File: src/rtl/mc_control_unit_if.sv
// Decode/strobe bundle between the multi-cycle control unit (master) and the datapath (slave).
interface mc_control_unit_if #(
  parameter int unsigned OPW = 6
);
  logic [OPW-1:0] decode;
  logic           zero;
  logic           RegWre;
  logic           PCWre;
  logic           IRWre;
  logic           InsMemRW;
  logic           ALUSrcB;
  logic           ExtSel;
  logic [2:0]     ALUOp;
  logic           ALUM2Reg;
  logic           DataMemRw;
  logic [1:0]     RegOut;
  logic           WrRegData;
  logic [1:0]     PCSrc;
  logic [2:0]     state;

  modport master (
    input  decode, zero,
    output RegWre, PCWre, IRWre, InsMemRW, ALUSrcB, ExtSel, ALUOp,
           ALUM2Reg, DataMemRw, RegOut, WrRegData, PCSrc, state
  );

  modport slave (
    output decode, zero,
    input  RegWre, PCWre, IRWre, InsMemRW, ALUSrcB, ExtSel, ALUOp,
           ALUM2Reg, DataMemRw, RegOut, WrRegData, PCSrc, state
  );
endinterface

File: src/rtl/mc_control_unit.sv
// Multi-cycle control FSM sequencing IF/ID/EXE/MEM/WB from the IR opcode and ALU zero.
// Optional MC_CTRL_ILLEGAL_TRAP_EN: unlisted opcodes park in HALT instead of acting as NOP.
module mc_control_unit #(
  parameter int unsigned    OPW         = 6,
  parameter logic [OPW-1:0] HALT_OPCODE = OPW'(6'b111111)
) (
  input logic              clk,
  input logic              reset,
  mc_control_unit_if.master bus
);

  localparam int unsigned ALUOPW = 3;
  localparam int unsigned SELW   = 2;

  localparam logic [OPW-1:0] OP_ADD  = OPW'(6'b000000);
  localparam logic [OPW-1:0] OP_SUB  = OPW'(6'b000001);
  localparam logic [OPW-1:0] OP_ADDI = OPW'(6'b000010);
  localparam logic [OPW-1:0] OP_OR   = OPW'(6'b010000);
  localparam logic [OPW-1:0] OP_AND  = OPW'(6'b010001);
  localparam logic [OPW-1:0] OP_ORI  = OPW'(6'b010010);
  localparam logic [OPW-1:0] OP_SLL  = OPW'(6'b011000);
  localparam logic [OPW-1:0] OP_SLT  = OPW'(6'b100110);
  localparam logic [OPW-1:0] OP_SW   = OPW'(6'b110000);
  localparam logic [OPW-1:0] OP_LW   = OPW'(6'b110001);
  localparam logic [OPW-1:0] OP_BEQ  = OPW'(6'b110100);
  localparam logic [OPW-1:0] OP_J    = OPW'(6'b111000);
  localparam logic [OPW-1:0] OP_JR   = OPW'(6'b111001);
  localparam logic [OPW-1:0] OP_JAL  = OPW'(6'b111010);

  localparam logic [ALUOPW-1:0] ALU_ADD = ALUOPW'(3'b000);
  localparam logic [ALUOPW-1:0] ALU_SUB = ALUOPW'(3'b001);
  localparam logic [ALUOPW-1:0] ALU_OR  = ALUOPW'(3'b010);
  localparam logic [ALUOPW-1:0] ALU_AND = ALUOPW'(3'b011);
  localparam logic [ALUOPW-1:0] ALU_SLL = ALUOPW'(3'b100);
  localparam logic [ALUOPW-1:0] ALU_SLT = ALUOPW'(3'b101);

  localparam logic [SELW-1:0] PC_SEQ  = SELW'(2'b00);
  localparam logic [SELW-1:0] PC_BR   = SELW'(2'b01);
  localparam logic [SELW-1:0] PC_RS   = SELW'(2'b10);
  localparam logic [SELW-1:0] PC_JMP  = SELW'(2'b11);
  localparam logic [SELW-1:0] RD_R31  = SELW'(2'b00);
  localparam logic [SELW-1:0] RD_RT   = SELW'(2'b01);
  localparam logic [SELW-1:0] RD_RD   = SELW'(2'b10);

  typedef enum logic [2:0] {
    S_IF   = 3'b000,
    S_ID   = 3'b001,
    S_EXE  = 3'b010,
    S_MEM  = 3'b011,
    S_WB   = 3'b100,
    S_HALT = 3'b111
  } state_e;

  state_e state_q, state_d;

  logic              is_rtype, is_imm, is_sext, is_alu, is_lw, is_sw, is_beq;
  logic              is_jump, is_legal;
  logic [ALUOPW-1:0] op_alu;

  logic              reg_wre, pc_wre, ir_wre, ins_mem_rw, alu_src_b, ext_sel;
  logic              alu_m2reg, data_mem_rw, wr_reg_data;
  logic [ALUOPW-1:0] alu_op;
  logic [SELW-1:0]   reg_out, pc_src;

  // Opcode classification; only consulted once the IR is stable (ID onward).
  always_comb begin
    is_rtype = 1'b0;
    is_imm   = 1'b0;
    is_sext  = 1'b0;
    is_lw    = 1'b0;
    is_sw    = 1'b0;
    is_beq   = 1'b0;
    is_jump  = 1'b0;
    op_alu   = ALU_ADD;
    case (decode_w())
      OP_ADD:  is_rtype = 1'b1;
      OP_SUB:  begin is_rtype = 1'b1; op_alu = ALU_SUB; end
      OP_OR:   begin is_rtype = 1'b1; op_alu = ALU_OR;  end
      OP_AND:  begin is_rtype = 1'b1; op_alu = ALU_AND; end
      OP_SLL:  begin is_rtype = 1'b1; op_alu = ALU_SLL; end
      OP_SLT:  begin is_rtype = 1'b1; op_alu = ALU_SLT; end
      OP_ADDI: begin is_imm = 1'b1; is_sext = 1'b1; end
      OP_ORI:  begin is_imm = 1'b1; op_alu = ALU_OR; end
      OP_LW:   begin is_imm = 1'b1; is_sext = 1'b1; is_lw = 1'b1; end
      OP_SW:   begin is_imm = 1'b1; is_sext = 1'b1; is_sw = 1'b1; end
      OP_BEQ:  begin is_sext = 1'b1; is_beq = 1'b1; op_alu = ALU_SUB; end
      OP_J, OP_JR, OP_JAL: is_jump = 1'b1;
      default: ;
    endcase
    is_alu   = is_rtype | (is_imm & ~is_lw & ~is_sw);
    is_legal = is_alu | is_lw | is_sw | is_beq | is_jump;
  end

  function automatic logic [OPW-1:0] decode_w();
    return bus.decode;
  endfunction

  always_ff @(posedge clk or negedge reset) begin
    if (!reset) state_q <= S_IF;
    else        state_q <= state_d;
  end

  // Next state and strobes; everything held low while reset is asserted.
  always_comb begin
    state_d     = state_q;
    reg_wre     = 1'b0;
    pc_wre      = 1'b0;
    ir_wre      = 1'b0;
    ins_mem_rw  = 1'b0;
    alu_src_b   = 1'b0;
    ext_sel     = 1'b0;
    alu_op      = ALU_ADD;
    alu_m2reg   = 1'b0;
    data_mem_rw = 1'b0;
    reg_out     = RD_R31;
    wr_reg_data = 1'b0;
    pc_src      = PC_SEQ;
    if (reset) begin
      case (state_q)
        S_IF: begin
          ir_wre     = 1'b1;
          ins_mem_rw = 1'b1;
          state_d    = S_ID;
        end
        S_ID: begin
          if (bus.decode == HALT_OPCODE) begin
            state_d = S_HALT;
          end else if (is_jump) begin
            pc_wre  = 1'b1;
            pc_src  = (bus.decode == OP_JR) ? PC_RS : PC_JMP;
            reg_wre = (bus.decode == OP_JAL);
            state_d = S_IF;
          end else if (is_legal) begin
            state_d = S_EXE;
          end else begin
`ifdef MC_CTRL_ILLEGAL_TRAP_EN
            state_d = S_HALT;
`else
            pc_wre  = 1'b1;
            pc_src  = PC_SEQ;
            state_d = S_IF;
`endif
          end
        end
        S_EXE: begin
          alu_op    = op_alu;
          alu_src_b = is_imm;
          ext_sel   = is_sext;
          if (is_beq) begin
            pc_wre  = 1'b1;
            pc_src  = bus.zero ? PC_BR : PC_SEQ;
            state_d = S_IF;
          end else if (is_lw || is_sw) begin
            state_d = S_MEM;
          end else if (is_alu) begin
            state_d = S_WB;
          end else begin
            state_d = S_IF;
          end
        end
        S_MEM: begin
          if (is_lw) begin
            alu_m2reg = 1'b1;
            state_d   = S_WB;
          end else begin
            data_mem_rw = is_sw;
            pc_wre      = 1'b1;
            state_d     = S_IF;
          end
        end
        S_WB: begin
          reg_wre     = 1'b1;
          wr_reg_data = 1'b1;
          pc_wre      = 1'b1;
          reg_out     = is_rtype ? RD_RD : RD_RT;
          state_d     = S_IF;
        end
        S_HALT:  state_d = S_HALT;
        default: state_d = S_IF;
      endcase
    end
  end

  assign bus.RegWre    = reg_wre;
  assign bus.PCWre     = pc_wre;
  assign bus.IRWre     = ir_wre;
  assign bus.InsMemRW  = ins_mem_rw;
  assign bus.ALUSrcB   = alu_src_b;
  assign bus.ExtSel    = ext_sel;
  assign bus.ALUOp     = alu_op;
  assign bus.ALUM2Reg  = alu_m2reg;
  assign bus.DataMemRw = data_mem_rw;
  assign bus.RegOut    = reg_out;
  assign bus.WrRegData = wr_reg_data;
  assign bus.PCSrc     = pc_src;
  assign bus.state     = state_q;

endmodule

File: src/flat_wrapper.sv
// flat-port wrapper written by rule: the top's interface ports become plain ports
module mc_control_unit_flat 
#(
  parameter int unsigned    OPW         = 6,
  parameter logic [OPW-1:0] HALT_OPCODE = OPW'(6'b111111)
)
  (clk, reset, bus_decode, bus_zero, bus_RegWre, bus_PCWre, bus_IRWre, bus_InsMemRW, bus_ALUSrcB, bus_ExtSel, bus_ALUOp, bus_ALUM2Reg, bus_DataMemRw, bus_RegOut, bus_WrRegData, bus_PCSrc, bus_state);
  mc_control_unit_if #(.OPW(OPW)) bus_i ();
  input logic clk;
  input logic reset;
  input wire logic [$bits(bus_i.decode)-1:0] bus_decode;
  input wire logic [$bits(bus_i.zero)-1:0] bus_zero;
  output wire logic [$bits(bus_i.RegWre)-1:0] bus_RegWre;
  output wire logic [$bits(bus_i.PCWre)-1:0] bus_PCWre;
  output wire logic [$bits(bus_i.IRWre)-1:0] bus_IRWre;
  output wire logic [$bits(bus_i.InsMemRW)-1:0] bus_InsMemRW;
  output wire logic [$bits(bus_i.ALUSrcB)-1:0] bus_ALUSrcB;
  output wire logic [$bits(bus_i.ExtSel)-1:0] bus_ExtSel;
  output wire logic [$bits(bus_i.ALUOp)-1:0] bus_ALUOp;
  output wire logic [$bits(bus_i.ALUM2Reg)-1:0] bus_ALUM2Reg;
  output wire logic [$bits(bus_i.DataMemRw)-1:0] bus_DataMemRw;
  output wire logic [$bits(bus_i.RegOut)-1:0] bus_RegOut;
  output wire logic [$bits(bus_i.WrRegData)-1:0] bus_WrRegData;
  output wire logic [$bits(bus_i.PCSrc)-1:0] bus_PCSrc;
  output wire logic [$bits(bus_i.state)-1:0] bus_state;
  assign bus_i.decode = bus_decode;
  assign bus_i.zero = bus_zero;
  assign bus_RegWre = bus_i.RegWre;
  assign bus_PCWre = bus_i.PCWre;
  assign bus_IRWre = bus_i.IRWre;
  assign bus_InsMemRW = bus_i.InsMemRW;
  assign bus_ALUSrcB = bus_i.ALUSrcB;
  assign bus_ExtSel = bus_i.ExtSel;
  assign bus_ALUOp = bus_i.ALUOp;
  assign bus_ALUM2Reg = bus_i.ALUM2Reg;
  assign bus_DataMemRw = bus_i.DataMemRw;
  assign bus_RegOut = bus_i.RegOut;
  assign bus_WrRegData = bus_i.WrRegData;
  assign bus_PCSrc = bus_i.PCSrc;
  assign bus_state = bus_i.state;
  mc_control_unit #(.OPW(OPW), .HALT_OPCODE(HALT_OPCODE)) u_core (.clk(clk), .reset(reset), .bus(bus_i));
endmodule
File: config.mk
export PLATFORM = sky130hd
export DESIGN_NAME = mc_control_unit_flat
export DESIGN_NICKNAME = d
export VERILOG_FILES = /design/src/rtl/mc_control_unit_if.sv /design/src/rtl/mc_control_unit.sv /design/src/flat_wrapper.sv
export SDC_FILE = /design/constraint.sdc
export NUM_CORES = 1
export LEC_CHECK = 0
export CORE_MARGIN = 3
export CORE_UTILIZATION = 43
export CTS_BUF_LIST = sky130_fd_sc_hd__clkbuf_8
export DETAILED_ROUTE_END_ITERATION = 16
export PLACE_DENSITY = 0.87
export SLEW_MARGIN = 20
export SYNTH_ARGS = -nofsm -noshare
export SYNTH_HDL_FRONTEND = slang
export SYNTH_SLANG_ARGS = --single-unit
File: constraint.sdc
create_clock -name clk -period 2 [get_ports clk]
set_input_delay 0.4 -clock clk [delete_from_list [all_inputs] [get_ports clk]]
set_output_delay 0.4 -clock clk [all_outputs]
set_load 0.01 [all_outputs]
==> results of run 1 <==
## logic make-up after synthesis
family                 count (synthesis)  synth area share, %
AOI/OAI and AO/OA                     26                 28.7
buffers and inverters                 15                 11.9
DFF                                    3                 11.6
muxes                                  1                 1.54
and+or+nand+nor                       56                 46.2
## per-stage QoR
| stage | util (%) | cells | cell area, sq um |
|---|---|---|---|
| floorplan | - | 101 | 649 |
| global placement | 80.3 | 161 | 1100 |
| detailed placement | 80.3 | 161 | 1100 |
| CTS | 90.8 | 171 | 1240 |
## repair_timing
| action | in CTS |
|---|---|
| setup buffers | 6 |
| setup endpoints to repair | 17 |
| pin swaps | 7 |
| resized for setup | 93 |
## synthesized netlist by cell type, drive strengths merged (2+ instances only)
cell type,count,area (sq um)
and3,4,25.0
nor3b,3,22.5
clkbuf,7,26.3
o21a,2,15.0
dfrtp,3,75.1
a221o,2,20.0
inv,3,11.3
nor2,10,37.5
nor3,10,50.1
a31oi,3,18.8
buf,5,40.0
nor4,3,18.8
nand2,8,30.0
a21oi,6,30.0
nor2b,2,12.5
o21ai,4,20.0
nand3,6,30.0
==> flow_summary.json, run 1 <==
{
  "status": "did not finish",
  "stop_stage": "5_1_grt",
  "error": "[ERROR DPL-0033] detailed placement checks failed during check placement.",
  "synth_area_per_cell_sq_um": 6.43,
  "antenna_found_initial": 0,
  "worstEndpointType": "primary output",
  "ys_seq_elements": 3,
  "io_buffers": 27,
  "root_buffer": "clkbuf_8",
  "initial_core_util_pct": 47.5,
  "die_h_microns": 44.9,
  "syn_nets": 110,
  "place_ws_ps": -831,
  "synthFlopType": "dfrtp_1",
  "syn_inst": 101,
  "seq_area_frac_synth_pct": 11.6,
  "clock_sinks": 3,
  "num_rows": 13,
  "cts_buffers": 3,
  "die_w_microns": 44.9,
  "synth_edf_count": 0,
  "synth_warnings": 0,
  "syn-cell-area_sq_um": 649,
  "synthArstFlopShare_pct": 100,
  "hpwl_mm": 2.08,
  "clock_path_buffers": 2,
  "grt_max_degree": 14,
  "htreeDepth": 1,
  "cts_hold_buffers": 0,
  "worst_endpoint": "bus_ALUOp[2]",
  "pin_count": 28,
  "ys_types": 39,
  "globalplace.congestion": 0.976
}
==> run 2: changes to the inputs <==
--- a/config.mk
+++ b/config.mk
@@ -5,11 +5,10 @@
 export SDC_FILE = /design/constraint.sdc
 export NUM_CORES = 1
 export LEC_CHECK = 0
-export CORE_MARGIN = 3
-export CORE_UTILIZATION = 43
-export CTS_BUF_LIST = sky130_fd_sc_hd__clkbuf_8
+export CORE_AREA = 3 3 64 66
 export DETAILED_ROUTE_END_ITERATION = 16
-export PLACE_DENSITY = 0.87
+export DIE_AREA = 0 0 67 69
+export PLACE_DENSITY_LB_ADDON = 0.15
 export SLEW_MARGIN = 20
 export SYNTH_ARGS = -nofsm -noshare
 export SYNTH_HDL_FRONTEND = slang
==> run 2 against run 1 <==
Effect of this change:
- the flow now finishes without violations
- area after synthesis stayed put
- synthesized cell count stayed put
==> flow_summary.json, run 2 <==
{
  "status": "finished clean",
  "die_w_microns": 67,
  "holdCritPathClass": "input pin to async pin",
  "rr_worst_depth": 6,
  "die_area_sq_um": 4620,
  "drive_above_1_share_pct": 58.0,
  "grt_max_degree": 12,
  "root_buffer": "clkbuf_8",
  "synth_edf_count": 0,
  "power.internal_mw": 0.369,
  "crit_required_ps": 1600,
  "critPathCaptureType": "primary output",
  "drt_wl_total_mm": 2.89,
  "grt_pass1_vias": 1006,
  "p_per_area_nw_per_um2": 399,
  "r2r-start": "u_core.bus.state[0]",
  "peakVddDrop_mv": 0.139,
  "place_ws_ps": -846,
  "clock_path_buffers": 2,
  "clock_sinks": 3,
  "antennaDiodeCount": 0,
  "synthFlopType": "dfrtp_1",
  "p_total_mw": 0.559,
  "core_sq_um": 3630,
  "synth_warnings": 0,
  "post-route-drc-count": 0,
  "pin_count": 28,
  "cp-startpoint": "u_core.bus.state[2]",
  "ant_nets": 0,
  "grt_pass1_wl_mm": 4.57,
  "worst-setup-path-type": "flip-flop to primary output",
  "io_buffers": 27,
  "mostFrequentLayoutCell": "buf_4",
  "r2r_end": "u_core.bus.state[2]",
  "grt_busiest_layer": "met2",
  "arrival_ps": 1530,
  "syn_nets": 110,
  "drt_iter0_markers": 48,
  "drv_cap": 0,
  "power_frac_comb_pct": 53.6,
  "final_cell_mix": "buf_4 (45), buf_2 (15), nand2_1 (7), nor3_1 (6)",
  "setup_viol": 0,
  "p_sw_mw": 0.191,
  "largest_reg_flops": 3,
  "vias": 1031,
  "synth.top_cell.area_share_pct": 11.6,
  "path_clk_slew_ps": 30,
  "grtUsageTotal_pct": 12.3,
  "ys_types": 39,
  "cts_tree": "done",
  "htreeDepth": 1,
  "ys_seq_elements": 3,
  "yosysTopAreaCell": "dfrtp_1",
  "rsz0062_at_grt": "no",
  "vias_per_cell": 4.75,
  "cp_max_fo": 5,
  "min_period_ps": 1930,
  "nNetsFinal": 179,
  "syn_inst": 101,
  "timing_hold_violations_final": 0,
  "die_h_microns": 69,
  "clk_latency_ps": 210,
  "grt.overflow.total": 0,
  "use_met1_pct": 15.2,
  "initial_core_util_pct": 17.9,
  "fin_crit_sh_pct": 96.5,
  "skew_ps": 1.76,
  "wl_per_cell_microns": 13.3,
  "worst_slew_pin_slew_ps": 273,
  "whs_ps": 238,
  "globalplace.congestion": 0.861,
  "area_delta_synth_final_pct": 116,
  "dr.pass1.iters": 4,
  "finalWorstSetupSlack_ps": 69.1,
  "slew_viol_final": 0,
  "endpoint": "bus_WrRegData",
  "p_seq_share_pct": 15.2,
  "cts_hold_buffers": 0,
  "met3_usage_pct": 0.814,
  "max_freq_mhz": 518,
  "p_leak_nw": 0.637,
  "syn-cell-area_sq_um": 649,
  "netlist_top_cells_count": "nor2_1 (10), nor3_1 (10), nand2_1 (8), clkbuf_1 (7)",
  "synth_area_per_cell_sq_um": 6.43,
  "slew_headroom_pct": 81.8,
  "seq_area_frac_synth_pct": 11.6,
  "swShare_pct": 34.1,
  "synthArstFlopShare_pct": 100,
  "grtUsageMet2_pct": 21.7,
  "ff2ff_setup_slack_ps": 370,
  "cp-start-kind": "flip-flop",
  "clkPwrFrac_pct": 31.2,
  "antenna_found_initial": 0,
  "fillCellCount": 409,
  "num_rows": 22,
  "hpwl_mm": 2.17,
  "synthTopCellsByArea": "dfrtp_1 (12%), nor3_1 (7.7%), nor2_1 (5.8%)",
  "cts_buffers": 3
}
-- run 2: cells by family after synthesis --
logic type | Yosys count | synth area share [%]
AO/OA/AOI/OAI | 26 | 28.7
multiplexers | 1 | 1.54
buffers and inverters | 15 | 11.9
AND/OR/NAND/NOR | 56 | 46.2
flip-flops | 3 | 11.6
-- run 2: per-stage QoR --
| stage | instances | area, sq um | setup TNS, ps | utilization [%] |
|---|---|---|---|---|
| 3_3_place_gp | 205 | 1230 | -11180 | 34.0 |
| 4_1_cts | 213 | 1360 | 0 | 37.4 |
| 5_1_grt | 217 | 1400 | 0 | 38.6 |
| 3_5_place_dp | 205 | 1230 | -11410 | 34.0 |
| 6_report | 217 | 1400 | 0 | 38.6 |
| 2_1_floorplan | 101 | 649 | 0 | - |
-- run 2: cell type report --
class	count	area (sq um)	share of cell area, %
multi-input combinational	83	621	44.3
timing repair buffer	76	586	41.8
sequential	3	78.8	5.63
tap	48	60.1	4.29
clock buffer	4	45.0	3.21
inverter	3	11.3	0.804
-- run 2: what timing repair did --
item                       in CTS  in global routing
pin swaps                       9                  3
gates cloned                    0                  0
setup endpoints to repair      17                 12
buffers inserted                5                  5
resized for setup             105                 12
-- run 2: worst min path at each step --
stage                from                   to  slack, ps  cells after the start
floorplan           reset  u_core.bus.state[0]        100                      0
global placement    reset  u_core.bus.state[2]        720                      2
detailed placement  reset  u_core.bus.state[2]        720                      2
CTS                 reset  u_core.bus.state[1]        230                      2
global route        reset  u_core.bus.state[2]        260                      2
finish              reset  u_core.bus.state[2]        240                      2
-- run 2: layer usage --
metal | up-vias | wire [microns] | part of all wire [%]
met4 | 0 | 11 | 0.38
met5 | - | 0 | 0
met1 | 500 | 1270 | 44
met3 | 2 | 109 | 3.8
met2 | 20 | 1500 | 52
li1 | 509 | - | -
-- run 2: power by group through the flow --
| stage | logic, mW | clock network [mW] | registers (mW) |
|---|---|---|---|
| finish | 0.300 | 0.174 | 0.0849 |
| global placement | 0.257 | 0 | 0.0860 |
| CTS | 0.273 | 0.180 | 0.0882 |
| detailed placement | 0.258 | 0 | 0.0864 |
| floorplan | 0.112 | 0 | 0.0840 |
| global route | 0.323 | 0.183 | 0.0857 |
-- run 2: worst max-delay path, stage by stage (launching register included) --
cell	delay [ps]
dfrtp_2	440
nor3b_2	170
buf_4	130
nand2_1	110
inv_1	70
buf_4	120
dlygate4sd2_1	270
(Power assumes the default switching activity.)
==> run 3: changes to the inputs <==
--- a/config.mk
+++ b/config.mk
@@ -5,9 +5,9 @@
 export SDC_FILE = /design/constraint.sdc
 export NUM_CORES = 1
 export LEC_CHECK = 0
-export CORE_AREA = 3 3 64 66
+export CORE_AREA = 2 2 63 65
 export DETAILED_ROUTE_END_ITERATION = 16
-export DIE_AREA = 0 0 67 69
+export DIE_AREA = 0 0 65 67
 export PLACE_DENSITY_LB_ADDON = 0.15
 export SLEW_MARGIN = 20
 export SYNTH_ARGS = -nofsm -noshare
==> constraint.sdc (replaced) <==
create_clock -name clk -period 1.6 [get_ports clk]
set_input_delay 0.32 -clock clk [delete_from_list [all_inputs] [get_ports clk]]
set_output_delay 0.32 -clock clk [all_outputs]
set_load 0.01 [all_outputs]
==> run 3 against run 2 <==
Effect of this change:
- clock skew decreased by 0.93 ps
- via count increased by 5.2%
- power increased by 37%
- highest routed layer unchanged
- sequential cell count unchanged
- die area decreased by 5.8%
- the run now ends with negative setup slack left
- clock power increased by 25%
- cell area increased by 18%
- sequential share of layout area decreased by 0.95 points
- largest power group unchanged
==> flow_summary.json, run 3 (synthesis results as in run 2) <==
{
  "status": "finished, violations left",
  "failed_checks": "negative setup slack",
  "cts_tree": "done",
  "io_buffers": 27,
  "finalWorstSetupSlack_ps": -267,
  "place_ws_ps": -1150,
  "die_area_sq_um": 4360,
  "drive_above_1_share_pct": 67.8,
  "min_period_ps": 1870,
  "area_delta_synth_final_pct": 155,
  "worst_path_largest_cell_delay_ps": 520,
  "initial_core_util_pct": 18.0,
  "whs_ps": 208,
  "rr_worst_depth": 7,
  "antennaDiodeCount": 0,
  "wl_per_cell_microns": 14.6,
  "grt_pass1_wl_mm": 5.13,
  "cpMostUsedCell": "buf_6",
  "setup_viol": 16,
  "final_util_pct": 46.0,
  "crit_chain": "buf_6 -> buf_6 -> or4b_4 -> a21oi_4 -> buf_6 -> o21a_1 -> buf_6",
  "cp-startpoint": "bus_decode[4]",
  "cp_max_fo": 4,
  "hpwl_mm": 2.22,
  "globalplace.congestion": 0.802,
  "grtUsageTotal_pct": 15.2,
  "slew_headroom_pct": 74.5,
  "root_buffer": "clkbuf_8",
  "drv_cap": 0,
  "instances_no_fill": 225,
  "core_sq_um": 3610,
  "critPathCaptureType": "primary output",
  "cp-start-kind": "input pin",
  "largest_reg_flops": 3,
  "r2r-start": "u_core.bus.state[2]",
  "clock_sinks": 3,
  "peakVddDrop_mv": 0.226,
  "dr.pass1.iters": 4,
  "vias": 1085,
  "p_leak_nw": 0.757,
  "worst-setup-path-type": "input pin to primary output",
  "mostFrequentLayoutCell": "buf_4",
  "drt_wl_total_mm": 3.28,
  "holdCritPathClass": "input pin to async pin",
  "cts_hold_buffers": 0,
  "grt_pass1_vias": 1089,
  "fin_crit_sh_pct": 117,
  "final_cell_mix": "buf_4 (36), buf_6 (25), buf_2 (12), nor3_1 (6)",
  "antenna_found_initial": 0,
  "worst_slew_pin_slew_ps": 378,
  "num_rows": 22,
  "vias_per_cell": 4.82,
  "cp_slowest_cell": "or4b_4",
  "rsz0062_at_grt": "yes",
  "htreeDepth": 1,
  "path_clk_slew_ps": 30,
  "grt_max_degree": 12,
  "arrival_ps": 1550,
  "max_freq_mhz": 536,
  "post-route-drc-count": 0,
  "skew_ps": 0.834,
  "p_per_area_nw_per_um2": 462,
  "crit_required_ps": 1280,
  "dp_cells": 203,
  "timing_hold_violations_final": 0,
  "fillCellCount": 374,
  "final_area_sq_um": 1660,
  "nNetsFinal": 187,
  "pin_count": 28,
  "grt.overflow.total": 0,
  "die_h_microns": 67,
  "post_dp_cell_area_sq_um": 1220,
  "die_w_microns": 65,
  "clk_latency_ps": 210,
  "cts_buffers": 3,
  "drt_iter0_markers": 34,
  "slew_viol_final": 0,
  "clock_path_buffers": 2,
  "ant_nets": 0
}
==> run 3: timing repair <==
action                     CTS  global route
setup endpoints to repair   21            19
resized for setup          150            29
pin swaps                   17            15
gates cloned                 0             1
setup buffers               18             6
==> run 3: power by group <==
part / switching, mW / internal, mW / total (mW)
Sequential: 0.0194 / 0.0877 / 0.107
Combinational: 0.209 / 0.232 / 0.441
Clock: 0.0486 / 0.170 / 0.218
==> run 3: area by class of cell <==
class	instances	area, sq um	area share, %
repair buffers	84	754	45.5
flip-flops and latches	3	77.6	4.68
multi-input cells	83	709	42.8
clock buffers	4	45.0	2.72
inverters	3	11.3	0.679
well taps	48	60.1	3.62
==> run 3: per-stage QoR <==
step | power [mW] | setup TNS [ps]
finish | 0.766 | -2360
global route | 0.814 | -3400
CTS | 0.728 | -2620
detailed placement | 0.425 | -15940
global placement | 0.421 | -15380
floorplan | 0.254 | -70.5
==> run 3: worst paths after layout <==
kind,endpoint,slack [ps]
max,bus_RegOut[1],-270
min,u_core.bus.state[1],210
max reg2reg,u_core.bus.state[2],30
min reg2reg,u_core.bus.state[1],760
max in group asynchronous,u_core.bus.state[0],1280
min in group clk,u_core.bus.state[1],650
==> run 3: per-layer routing <==
| layer | share of wire, % | vias to the layer above | track usage [%] |
|---|---|---|---|
| li1 | - | 528 | - |
| met1 | 44 | 526 | 18.1 |
| met2 | 50 | 23 | 26.8 |
| met3 | 3.2 | 8 | 2.70 |
| met4 | 2.4 | 0 | 6.12 |
| met5 | 0 | - | 0 |
==> run 3: critical path: cells and delay by family <==
kind | cells | cell delay, ps
AND/OR/NAND/NOR | 1 | 520
buffers and inverters | 4 | 420
AO/OA/AOI/OAI | 2 | 290
==> run 4: changes to the inputs <==
--- a/config.mk
+++ b/config.mk
@@ -9,7 +9,7 @@
 export DETAILED_ROUTE_END_ITERATION = 16
 export DIE_AREA = 0 0 65 67
 export PLACE_DENSITY_LB_ADDON = 0.15
-export SLEW_MARGIN = 20
+export SLEW_MARGIN = 5
 export SYNTH_ARGS = -nofsm -noshare
 export SYNTH_HDL_FRONTEND = slang
 export SYNTH_SLANG_ARGS = --single-unit
==> results of run 4 <==
The final DEF is identical to that of run 3; final timing and power are the same.
